`src/rtl/paddle_ctrl.sv`:
```
// paddle_ctrl: accumulates move requests (mv_valid/mv_ready, mv_dx/mv_dy) and applies them clamped to x_loc/y_loc once per frame_start, pulsing update_done and flagging clamp_x/clamp_y
module paddle_ctrl #(
  parameter int X_MIN  = 0,
  parameter int X_MAX  = 615,
  parameter int Y_MIN  = 0,
  parameter int Y_MAX  = 461,
  parameter int X_INIT = 308,
  parameter int Y_INIT = 230
) (
  input  logic        clk,
  input  logic        rst,
  input  logic        frame_start,
  input  logic        mv_valid,
  output logic        mv_ready,
  input  logic [15:0] mv_dx,
  input  logic [15:0] mv_dy,
  output logic [15:0] x_loc,
  output logic [15:0] y_loc,
  output logic        update_done,
  output logic        clamp_x,
  output logic        clamp_y
);
  typedef enum logic [1:0] {IDLE, HELD, APPLY} state_t;
  localparam logic signed [17:0] X_LO = 18'(X_MIN);
  localparam logic signed [17:0] X_HI = 18'(X_MAX);
  localparam logic signed [17:0] Y_LO = 18'(Y_MIN);
  localparam logic signed [17:0] Y_HI = 18'(Y_MAX);
  state_t state, state_nxt;
  logic signed [17:0] acc_x, acc_y;
  logic [16:0] nx, ny;
  logic hs;
  function automatic logic signed [17:0] sat_add(input logic signed [17:0] a, input logic [15:0] d);
    logic signed [17:0] s;
    s = a + $signed({{2{d[15]}}, d});
    return s > 18'sd2047 ? 18'sd2047 : s < -18'sd2048 ? -18'sd2048 : s;
  endfunction
  function automatic logic [16:0] clamp(input logic [15:0] loc, input logic signed [17:0] acc,
                                        input logic signed [17:0] lo, input logic signed [17:0] hi);
    logic signed [17:0] s;
    s = $signed({2'b00, loc}) + acc;
    return s < lo ? {1'b1, lo[15:0]} : s > hi ? {1'b1, hi[15:0]} : {1'b0, s[15:0]};
  endfunction
  always_comb begin
    mv_ready  = state != APPLY && !rst;
    hs        = mv_valid && mv_ready;
    state_nxt = state == APPLY ? IDLE : state == HELD ? (frame_start ? APPLY : HELD) : (hs ? HELD : IDLE);
    nx        = clamp(x_loc, acc_x, X_LO, X_HI);
    ny        = clamp(y_loc, acc_y, Y_LO, Y_HI);
  end
  always_ff @(posedge clk or posedge rst) begin
    if (rst) begin
      state       <= IDLE;
      acc_x       <= '0;
      acc_y       <= '0;
      x_loc       <= 16'(X_INIT);
      y_loc       <= 16'(Y_INIT);
      update_done <= 1'b0;
      clamp_x     <= 1'b0;
      clamp_y     <= 1'b0;
    end else begin
      state       <= state_nxt;
      update_done <= state == APPLY;
      if (state == APPLY) begin
        {clamp_x, x_loc} <= nx;
        {clamp_y, y_loc} <= ny;
        acc_x            <= '0;
        acc_y            <= '0;
      end else if (hs) begin
        acc_x <= sat_add(acc_x, mv_dx);
        acc_y <= sat_add(acc_y, mv_dy);
      end
    end
  end
endmodule

```
`config.mk`:
```
export PLATFORM = sky130hd
export DESIGN_NAME = paddle_ctrl
export DESIGN_NICKNAME = d
export VERILOG_FILES = /design/src/rtl/paddle_ctrl.sv
export SDC_FILE = /design/constraint.sdc
export NUM_CORES = 1
export LEC_CHECK = 0
export BUFFER_PORTS_ARGS = -buffer_cell sky130_fd_sc_hd__buf_2
export CORE_MARGIN = 2
export CORE_UTILIZATION = 40
export CTS_BUF_LIST = sky130_fd_sc_hd__clkbuf_2
export DETAILED_ROUTE_END_ITERATION = 12
export GPL_ROUTABILITY_DRIVEN = 0
export HOLD_SLACK_MARGIN = 0.02
export PLACE_DENSITY_LB_ADDON = 0.25
export SLEW_MARGIN = 10
export SYNTH_ARGS = -nofsm -noshare
export SYNTH_HDL_FRONTEND = slang
export SYNTH_SLANG_ARGS = --single-unit
```
`constraint.sdc`:
```
create_clock -name clk -period 5.4 [get_ports clk]
set_input_delay 0.81 -clock clk [delete_from_list [all_inputs] [get_ports clk]]
set_output_delay 0.81 -clock clk [all_outputs]
set_load 0.02 [all_outputs]
```
Word level (Yosys, flattened, before mapping)
Cells that the tools add are included.

storage, ports and cells
  register bits after elaboration = 73
  bits in latches = 0
  bits in writable memories = 0
  bits in read-only memories = 0
  input port bits = 36
  output and inout bits = 36
  logic and storage cells = 43
  memories = 0

cells by class
  $add $sub $neg = 4
  $mul = 0
  divide/modulo/power cells = 0
  magnitude comparators = 8
  eq/ne operators = 3
  shift-type cells = 0
  mux-type cells = 16
  bitwise gates (word level) = 0
  reduce and logical (&&, ||, !) cells = 4

operator list
  operator                                               count
  two-way mux 18 bit                                     8
  two-way mux 17 bit                                     4
  adder 17 x 18 -> 18 bit                                2
  adder 18 x 16 -> 18 bit                                2
  > comparator 18 x 12 -> 1 bit (second input constant)  2
  < comparator 18 x 1 -> 1 bit (second input constant)   2
  < comparator 18 x 12 -> 1 bit (second input constant)  2
  > comparator 18 x 10 -> 1 bit (second input constant)  1
  > comparator 18 x 11 -> 1 bit (second input constant)  1
  two-way mux 2 bit                                      3
  == test 2 x 1 -> 1 bit (second input constant)         1
  == test 2 bit (second input constant)                  1
  logical AND 1 bit                                      2
  inequality test 2 bit (second input constant)          1
  nonzero test 2 bit                                     1
  logical NOT 1 bit                                      1
  two-way mux 1 bit                                      1

Depth between registers and ports, before layout
Gate-level depths: netlist of run 1.

  word-level depth = 6
  mapped depth = 16
  gate-level depth less buffers = 14

Least setup slack after synthesis of run 1
OpenSTA, ideal clock, no wires.

  kind = input -> register
  from = input port mv_dy[0]
  to = register acc_y[10]
  library setup time = 0.126 ns
  data arrival time = 3.620 ns
  required time = 5.274 ns
  path slack = 1.654 ns
  stages = 14
  buffers on the path = 1
  path through = ha_1 -> inv_1 -> fa_1 -> nor2b_1 -> o31ai_1 -> a21oi_1 -> o21ai_0 -> a211oi_1 -> and4_1 -> nand4_1 -> ha_1 -> buf_1 -> nor2_1 -> a221o_1

on the way
  cells in the longest elaborated chain, start to end = 6
  elaborated cells on any way between the ends = 7
  classes of those cells = add/sub: 1; order compare: 2; mux: 4

ends and longest elaborated chain
  element                        RTL line  text
  from (decl)                    16        input logic [15:0] mv_dy,
  adder 18 x 16 -> 18 bit (*)    34        s = a + $signed({{2{d[15]}}, d});
  < comparator 18 x 12 -> 1 bit  35        return s > 18'sd2047 ? 18'sd2047 : s < -18'sd2048 ? -18'sd2048 : s;
  two-way mux 18 bit             35
  two-way mux 18 bit (*)         35
  two-way mux 18 bit (*)         68        end else if (hs) begin
  two-way mux 18 bit (*)         63        if (state == APPLY) begin
  to (signal assigned)           70        acc_y <= sat_add(acc_y, mv_dy);
  to (decl)                      29        logic signed [17:0] acc_x, acc_y;

Every way passes the cells marked *; elsewhere a longest branch is shown, timed or not. The select of a mux whose other input is x is not followed.
A chain may end at the register's enable or synchronous reset.

Worst setup path after layout of run 1
  from = register acc_y[0]
  to = register acc_y[15]

on the way
  cells in the longest elaborated chain, start to end = 6
  elaborated cells on any way between the ends = 7
  classes of those cells = add/sub: 1; order compare: 2; mux: 4

ends and longest elaborated chain
  element                        RTL line
  adder 18 x 16 -> 18 bit (*)    34
  < comparator 18 x 12 -> 1 bit  35
  two-way mux 18 bit             35
  two-way mux 18 bit (*)         35
  two-way mux 18 bit (*)         68
  two-way mux 18 bit (*)         63

Marks and branches as above.

==> results of run 1 <==
## per-stage QoR
stage          hold slack, ps  utilization, %  power (mW)
5_1_grt                   335            44.2        5.11
6_report                  404            44.2        4.63
3_3_place_gp              466            43.8        4.33
3_5_place_dp              473            43.8        4.35
4_1_cts                   360            44.2        4.62
2_1_floorplan             479               -        3.60
## flip-flops by register name, indices dropped and copies added (netlist names)
signal	flops
x_loc	16
acc_x	18
state	2
update_done	1
y_loc	16
acc_y	18
clamp_y	1
clamp_x	1
## layer usage
| metal | track usage [%] | up-vias | share of wire [%] |
|---|---|---|---|
| li1 | - | 3314 | - |
| met1 | 26.9 | 3138 | 46 |
| met2 | 35.5 | 160 | 47 |
| met3 | 2.68 | 27 | 4.2 |
| met4 | 7.06 | 0 | 1.9 |
| met5 | 0 | - | 0 |
## worst max path at each step
stage	from	endpoint	slack (ps)	cells past startpoint
floorplan	mv_dy[0]	acc_y[10]	1650	14
global placement	mv_dy[0]	acc_y[15]	1220	14
detailed placement	mv_dy[0]	acc_y[15]	1100	14
CTS	acc_x[0]	x_loc[8]	1470	11
global route	acc_y[0]	acc_y[15]	1160	13
finish	acc_y[0]	acc_y[15]	1500	13
## cell families after synthesis
kind of cell | count (synthesis) | synth area share (%)
AO/OA/AOI/OAI | 295 | 29.6
AND/OR/NAND/NOR | 291 | 21.9
flip-flops | 73 | 26.4
adder cells (fa/ha/maj) | 72 | 13.4
buffers and inverters | 66 | 3.65
XOR/XNOR | 34 | 4.28
multiplexers | 5 | 0.737
## cell type report
type,instances,share of cell area [%]
clock inverter,6,0.329
antenna,1,0.0329
clock buffer,10,0.659
inverter,36,1.80
multi-input combinational,697,64.1
sequential,73,24.2
timing repair buffer,76,5.17
tap,225,3.71
## cells in the mapped netlist, types with 17 or more instances
cell type,number
o211ai_1,17
and2_1,23
o31ai_1,25
nor3_1,26
ha_1,68
o21ai_0,36
a21oi_1,67
clkbuf_1,24
nand2_1,70
a21o_1,18
nand2b_1,17
nor2_1,54
nand3_1,22
dfrtp_1,64
xnor2_1,18
inv_1,34
## critical path: cells and delay by family, from the launching register on
kind / cells / cell delay, ps
simple gates: 4 / 1060
fa+ha+maj: 3 / 1040
compound gates: 5 / 1180
buf+inv: 1 / 60
flops: 1 / 450
## power groups by stage
| stage | Clock, mW | Combinational (mW) | Sequential [mW] |
|---|---|---|---|
| after floorplan | 0 | 2.61 | 0.989 |
| after global placement | 0 | 3.35 | 0.982 |
| after detailed placement | 0 | 3.36 | 0.987 |
| after CTS | 0.270 | 3.38 | 0.974 |
| after global routing | 0.290 | 3.81 | 1.01 |
| final | 0.262 | 3.40 | 0.973 |
==> summary.md, run 1 <==
| Metric | Value |
|---|---|
| Slew Limit Fails | 0 |
| DIE HEIGHT | between 100 and 150 um |
| FF+latch area | 1840 um^2 |
| Clock root buffer | clkbuf_2 |
| Final net count | between 1,000 and 1,500 |
| Fin Setup TNS | 0 ps |
| First-pass GRT wire length | 30.7 mm |
| Commonest non-fill, non-tap cells in the layout | buf_2 (71), nand2_1 (70), ha_1 (68) |
| Critical R2R Launch | acc_y[0] |
| I/O pins | 72 |
| Comb power frac | 73.3% |
| Hold path startpoint | frame_start |
| Post-cts gate resize count | 0 |
| Endpoints failing setup | 0 |
| Cell Area, Synth | just under 7000 um^2 |
| Syn_area_per_cell | roughly 8.3 um^2 |
| Layout area overhead | 9.21% |
| Startpoint types | register |
| Core area | between 15,000 and 20,000 um^2 |
| Num Clock Sinks | 73 |
| Vias per cell | about 5.9 |
| Fmax | 256 MHz |
| Die footprint | about 18,000 um^2 |
| CP max stage cell | nor2_1 |
| Port Buffer Count | 71 |
| Slew margin rel. | between 20 and 30% |
| Fin crit period | a little under 4000 ps |
| Clk Latency, worst-skew pair | 570 ps |
| Bufs on Longest Clock Path | 2 |
| Hold worst-path end | state[0] |
| Post-DRT Antenna Nets | 0 |
| Cell Count, Final, Fillers Out | between 1,000 and 1,500 |
| Cell taking the most area after synthesis | dfrtp_1 |
| Routed wire length | about 19 mm |
| CTS Buf Count | 9 |
| Fill cells | 1,769 |
| Yosys warns | 0 |
| Gr usage total | between 20% and 30% |
| #FFs+latches synth | 73 |
| Hold Crit Depth | 2 |
| DRC viols | 0 |
| Crit path DAT | 4350 ps |
| Async set-or-reset flop fraction in the synthesized netlist | 100% |
| Max VDD drop | around 0.26 mV |
| Pint | around 2.2 mW |
| Initial Utilization | around two fifths |
| Post-CTS Setup Inserts | 0 |
| Via Count | around 6,600 |
| CTS tree | built |
| # H-tree levels | 3 |
| Worst r2r dst | acc_y[15] |
| Register share of total power | roughly a fifth |
| Power share of the clock group | roughly 5.7% |
| Worst setup margin | 1500 ps |
| Dpl cells | ~1,100 |
| Pre-CTS WS | approximately 1100 ps |
| Area of the multi-input gates | approximately 5000 um^2 |
| Status | completed |
| Pwr Density | about 610 nW/um^2 |
| Die width | 136 um |
| Layout cells sized above 1 | between 10% and 20% |
| Worst r2r path cells | 13 |
| R2r setup slk | between 1500 and 2000 ps |
| CTS Hold Buffers Added | 0 |
| Critical path's most frequent cell | ha_1 |
| Commonest non-fill, non-tap cell in the layout | buf_2 |
| Post-synthesis sequential area ratio | approximately a quarter |
| Final hold vios | 0 |
| Max Cap Viol | 0 |
| DR iter-0 viols | ~320 |
| CP Cell Sequence | ha_1 -> inv_1 -> fa_1 -> nor2b_1 -> o31ai_1 -> a21oi_1 -> o21ai_0 -> a211oi_1 -> and4_1 -> nand4_1 -> ha_1 -> nor2_1 -> a221oi_1 |
| Worst setup EP type | register |
| Placed cell areas | between 7000 and 8000 um^2 |
| Final non-filler cell area | ~7600 um^2 |
| WS Path Type | reg -> reg |
| Rows | 48 |
| Fin crit share | 72.2% |
| Worst slew pin tran | 1040 ps |
| Net Sw Frac | between 50% and 60% |
| Main flop type after synthesis | dfrtp_1 |
| CP Max Fanout | 10 |
| Sw Pwr | approximately 2.4 mW |
| WL/cell | 16.5 um |
| Max stage delay on crit path | 480 ps |
| Synth Instances | between 800 and 900 |
| Largest net degree at the start of global routing | 75 |
| Hold WC Path Type | in -> reg |
| Ranking of synthesized cells by area | dfrtp_1 (23%), ha_1 (12%), a21oi_1 (4.8%) |
| Vias in the first global route | roughly 6,300 |
| Worst endpoint required time | ~6000 ps |
| Syn Nets | roughly 940 |
| RSZ-0062 raised after global routing | false |
| HPWL after detailed placement | about 14 mm |
| Clock slew at reported path FFs | ~200 ps |
| LEAKAGE | ~3.5 nW |
| Pre-Repair DR Iteration Count | 5 |
| Antenna violations before repair | 1 |
| Post-synth EDFFs | 0 |
| Number of library cell types mapped by synthesis | slightly below 80 |
| Top-area cell type share of the netlist area | roughly 23% |
| Worst Skew | roughly 22 ps |
| Congestion Overflow GR | 0 |
Note: power is estimated with default switching activity, not from simulation.
==> run 2: changes to the inputs <==
--- a/config.mk
+++ b/config.mk
@@ -5,6 +5,7 @@
 export SDC_FILE = /design/constraint.sdc
 export NUM_CORES = 1
 export LEC_CHECK = 0
+export ABC_AREA = 1
 export BUFFER_PORTS_ARGS = -buffer_cell sky130_fd_sc_hd__buf_2
 export CORE_MARGIN = 2
 export CORE_UTILIZATION = 40
==> constraint.sdc (replaced) <==
create_clock -name clk -period 3.6 [get_ports clk]
set_input_delay 0.54 -clock clk [delete_from_list [all_inputs] [get_ports clk]]
set_output_delay 0.54 -clock clk [all_outputs]
set_load 0.02 [all_outputs]
==> run 2 against run 1 <==
Worst setup slack got worse by 1100 ps. Global-route usage fell by 0.34 points. Largest cell class unchanged. Cell area rose by 8.3%. First-iteration DRC count rose by 25%. Critical path type unchanged. Sequential power rose by 53%.
==> summary.md, run 2 <==
| Metric | Value |
|---|---|
| Slew Limit Fails | 0 (unchanged) |
| DRC viols | 0 (unchanged) |
| Layout cells sized above 1 | 11.5% (-1.6 points) |
| Worst setup margin | 434 ps (-1070 ps) |
| Via Count | 7,405 (+12%) |
| WL/cell | 13.1 um (-21%) |
| Hold path startpoint | frame_start |
| Clock slew at reported path FFs | 200 ps (about the same) |
| Max Cap Viol | 0 (unchanged) |
| Worst r2r dst | acc_y[7] |
| Top-area cell type share of the netlist area | 25.3% (+2.3 points) |
| #FFs+latches synth | 73 (unchanged) |
| Number of library cell types mapped by synthesis | 44 (-43%) |
| Ant. Diodes | 0 (-1) |
| Clk Latency, worst-skew pair | 570 ps (about the same) |
| Port Buffer Count | 71 (unchanged) |
| Synth top cells by count | nand2_1 (503), inv_1 (171), nand3_1 (84), nor2_1 (84), ha_1 (68) |
| CP max stage cell | dfrtp_1 |
| Largest regs | acc_x: 18 flops, acc_y: 18 flops |
| Fin crit period | 3170 ps (-734 ps) |
| Antenna violations before repair | 0 (-1) |
| Clock root buffer | clkbuf_2 |
| Worst endpoint required time | 4080 ps (-1770 ps) |
| LEAKAGE | 4.85 nW (+39%) |
| Yosys warns | 0 (unchanged) |
| Core area | 18,100 um^2 (+5.7%) |
| Pwr Density | 855 nW/um^2 (+40%) |
| Worst Path Buf+Inv | 3 (+2) |
| Pre-Repair DR Iteration Count | 5 (unchanged) |
| HPWL after detailed placement | 16.1 mm (+13%) |
| Worst slew pin tran | 1060 ps (+22.1 ps) |
| Rows | 49 (+2.1%) |
| Syn_area_per_cell | 6.20 um^2 (-26%) |
| Power Total | 7.03 mW (+52%) |
| Die width | 141 um (+3.5%) |
| Main flop type after synthesis | dfrtp_1 |
| RSZ-0062 raised after global routing | false |
| Syn Nets | 1,313 (+39%) |
| Hold WC Path Type | in -> reg |
| Largest net degree at the start of global routing | 40 (-47%) |
| CP Max Fanout | 8 (-2) |
| CTS Buf Count | 9 (unchanged) |
| Num Clock Sinks | 73 (unchanged) |
| Max stage delay on crit path | 470 ps (about the same) |
| Layout area overhead | 10.2% |
| I/O pins | 72 (unchanged) |
| Max VDD drop | 0.452 mV (+76%) |
| CTS tree | built |
| Ranking of synthesized cells by area | nand2_1 (25%), dfrtp_1 (21%), ha_1 (11%) |
| Hold Crit Depth | 3 (+1) |
| Bufs on Longest Clock Path | 2 (unchanged) |
| Initial Utilization | 41.1% (+0.64 points) |
| Gr usage total | 20.4% (-0.34 points) |
| Congestion Overflow GR | 0 (unchanged) |
| Cell taking the most area after synthesis | nand2_1 |
| WS Path Type | reg -> reg |
| Async set-or-reset flop fraction in the synthesized netlist | 100% (unchanged) |
| Fin Setup TNS | 0 ps (unchanged) |
| Routed wire length | 19.9 mm (+6.7%) |
| Post-synthesis sequential area ratio | 24.6% (-1.8 points) |
| First-pass GRT wire length | 32.9 mm (+7.2%) |
| Commonest non-fill, non-tap cells in the layout | nand2_1 (503), inv_1 (169), nor2_1 (84), nand3_1 (84), buf_2 (71) |
| DIE HEIGHT | 141 um (+3.5%) |
| R2r setup slk | 430 ps (-1070 ps) |
| Dpl cells | 1,496 (+35%) |
| Post-synth EDFFs | 0 (unchanged) |
| Final Core Density | 45.3% (+1.1 points) |
| Fmax | 316 MHz (+23%) |
| Cell Area, Synth | 7470 um^2 (+7.3%) |
| Synth Instances | 1,205 (+44%) |
| Most frequent cell after synthesis | nand2_1 |
| Worst Skew | 28.2 ps (+6.23 ps) |
| Vias in the first global route | 6,812 (+7.5%) |
| Final net count | 1,388 (+39%) |
| Slew margin rel. | 28.8% (-0.12 points) |
| DR iter-0 viols | 404 (+25%) |
| Die footprint | 19,800 um^2 (+7.1%) |
| Status | completed |
| Critical path's most frequent cell | nand2_1 |
| CP Cell Sequence | ha_1 -> inv_1 -> fa_1 -> inv_1 -> nand3_1 -> nand3_2 -> nand2_1 -> nand2_1 -> nand2_1 -> nand3b_1 -> nand2_2 -> nor3_1 -> nand3_1 -> ha_1 -> clkinvlp_4 -> o21ai_0 -> a21o_1 -> nand2_1 -> nand2_1 -> nand2_1 |
| Commonest non-fill, non-tap cell in the layout | nand2_1 |
| Fill cells | 1,957 (+11%) |
| Startpoint types | register |
| Crit path max-delay family | simple AND/OR/NAND/NOR gates |
| Post-DRT Antenna Nets | 0 (unchanged) |
| Cell Count, Final, Fillers Out | 1,514 (+35%) |
| Crit path DAT | 3650 ps (-700 ps) |
| # H-tree levels | 3 (unchanged) |
| Fin crit share | 87.9% (+16 points) |
| Hold worst-path end | state[1] |
| Worst r2r path cells | 20 (+7) |
| Vias per cell | 4.89 (-17%) |
| Final hold vios | 0 (unchanged) |
| Pre-CTS WS | 255 ps (-841 ps) |
| Worst setup EP type | register |
| Endpoints failing setup | 0 (unchanged) |
| Critical R2R Launch | acc_y[0] |
## run 2: final cells by class
class | count | area (um^2) | share of cell area (%)
Clock inverter | 5 | 104 | 1.26
Timing Repair Buffer | 80 | 425 | 5.17
Inverter | 175 | 662 | 8.05
Clock buffer | 11 | 55.1 | 0.669
Tap cell | 229 | 287 | 3.48
Multi-Input combinational cell | 941 | 4860 | 59.0
Sequential cell | 73 | 1840 | 22.3
## run 2: per-stage QoR
step / cell area, um^2 / hold slack (ps)
CTS: 8220 / 120
global placement: 8050 / 443
floorplan: 7470 / 478
finish: 8230 / 173
global route: 8230 / 111
detailed placement: 8050 / 441
## run 2: power by group
part	total [mW]	switching [mW]	leakage [nW]	internal (mW)
Combinational	4.92	3.19	3.84	1.73
Sequential	1.49	0.349	0.913	1.14
Clock	0.621	0.315	0.0961	0.305
Total	7.03	3.86	4.85	3.18
## run 2: what timing repair did
| item | CTS | global route |
|---|---|---|
| hold endpoints to repair | 26 | 0 |
| buffers inserted | 0 | 1 |
| hold buffers | 1 | 0 |
| gates resized for setup | 0 | 1 |
| endpoints found under the setup margin | 0 | 2 |
## run 2: per-layer routing
metal / vias up / global-route usage (%) / share of wire, %
met4: 0 / 3.89 / 1.0
met2: 158 / 36.5 / 49
met5: - / 0 / 0
met3: 17 / 3.53 / 4.1
li1: 3938 / - / -
met1: 3292 / 26.0 / 46
## run 2: cells by family after synthesis
| kind of cell | share of synthesized area [%] |
|---|---|
| compound gates | 6.72 |
| xor+xnor | 2.58 |
| fa+ha+maj | 12.5 |
| buf+inv | 10.3 |
| flops | 24.6 |
| simple gates | 43.3 |
## run 2: tightest hold or removal path, cell delays in order
cell and delay [ps]:
buf_2 100, inv_1 40, nor2_1 40
## run 2: worst max-delay path by stage
| stage | cells past startpoint | from | end |
|---|---|---|---|
| after floorplan | 20 | mv_dy[0] | acc_y[3] |
| final | 20 | acc_y[0] | acc_y[7] |
| after global routing | 22 | acc_x[0] | acc_x[7] |
| after detailed placement | 21 | mv_dy[0] | acc_y[7] |
| after global placement | 21 | mv_dy[0] | acc_y[8] |
| after CTS | 20 | acc_y[0] | acc_y[7] |
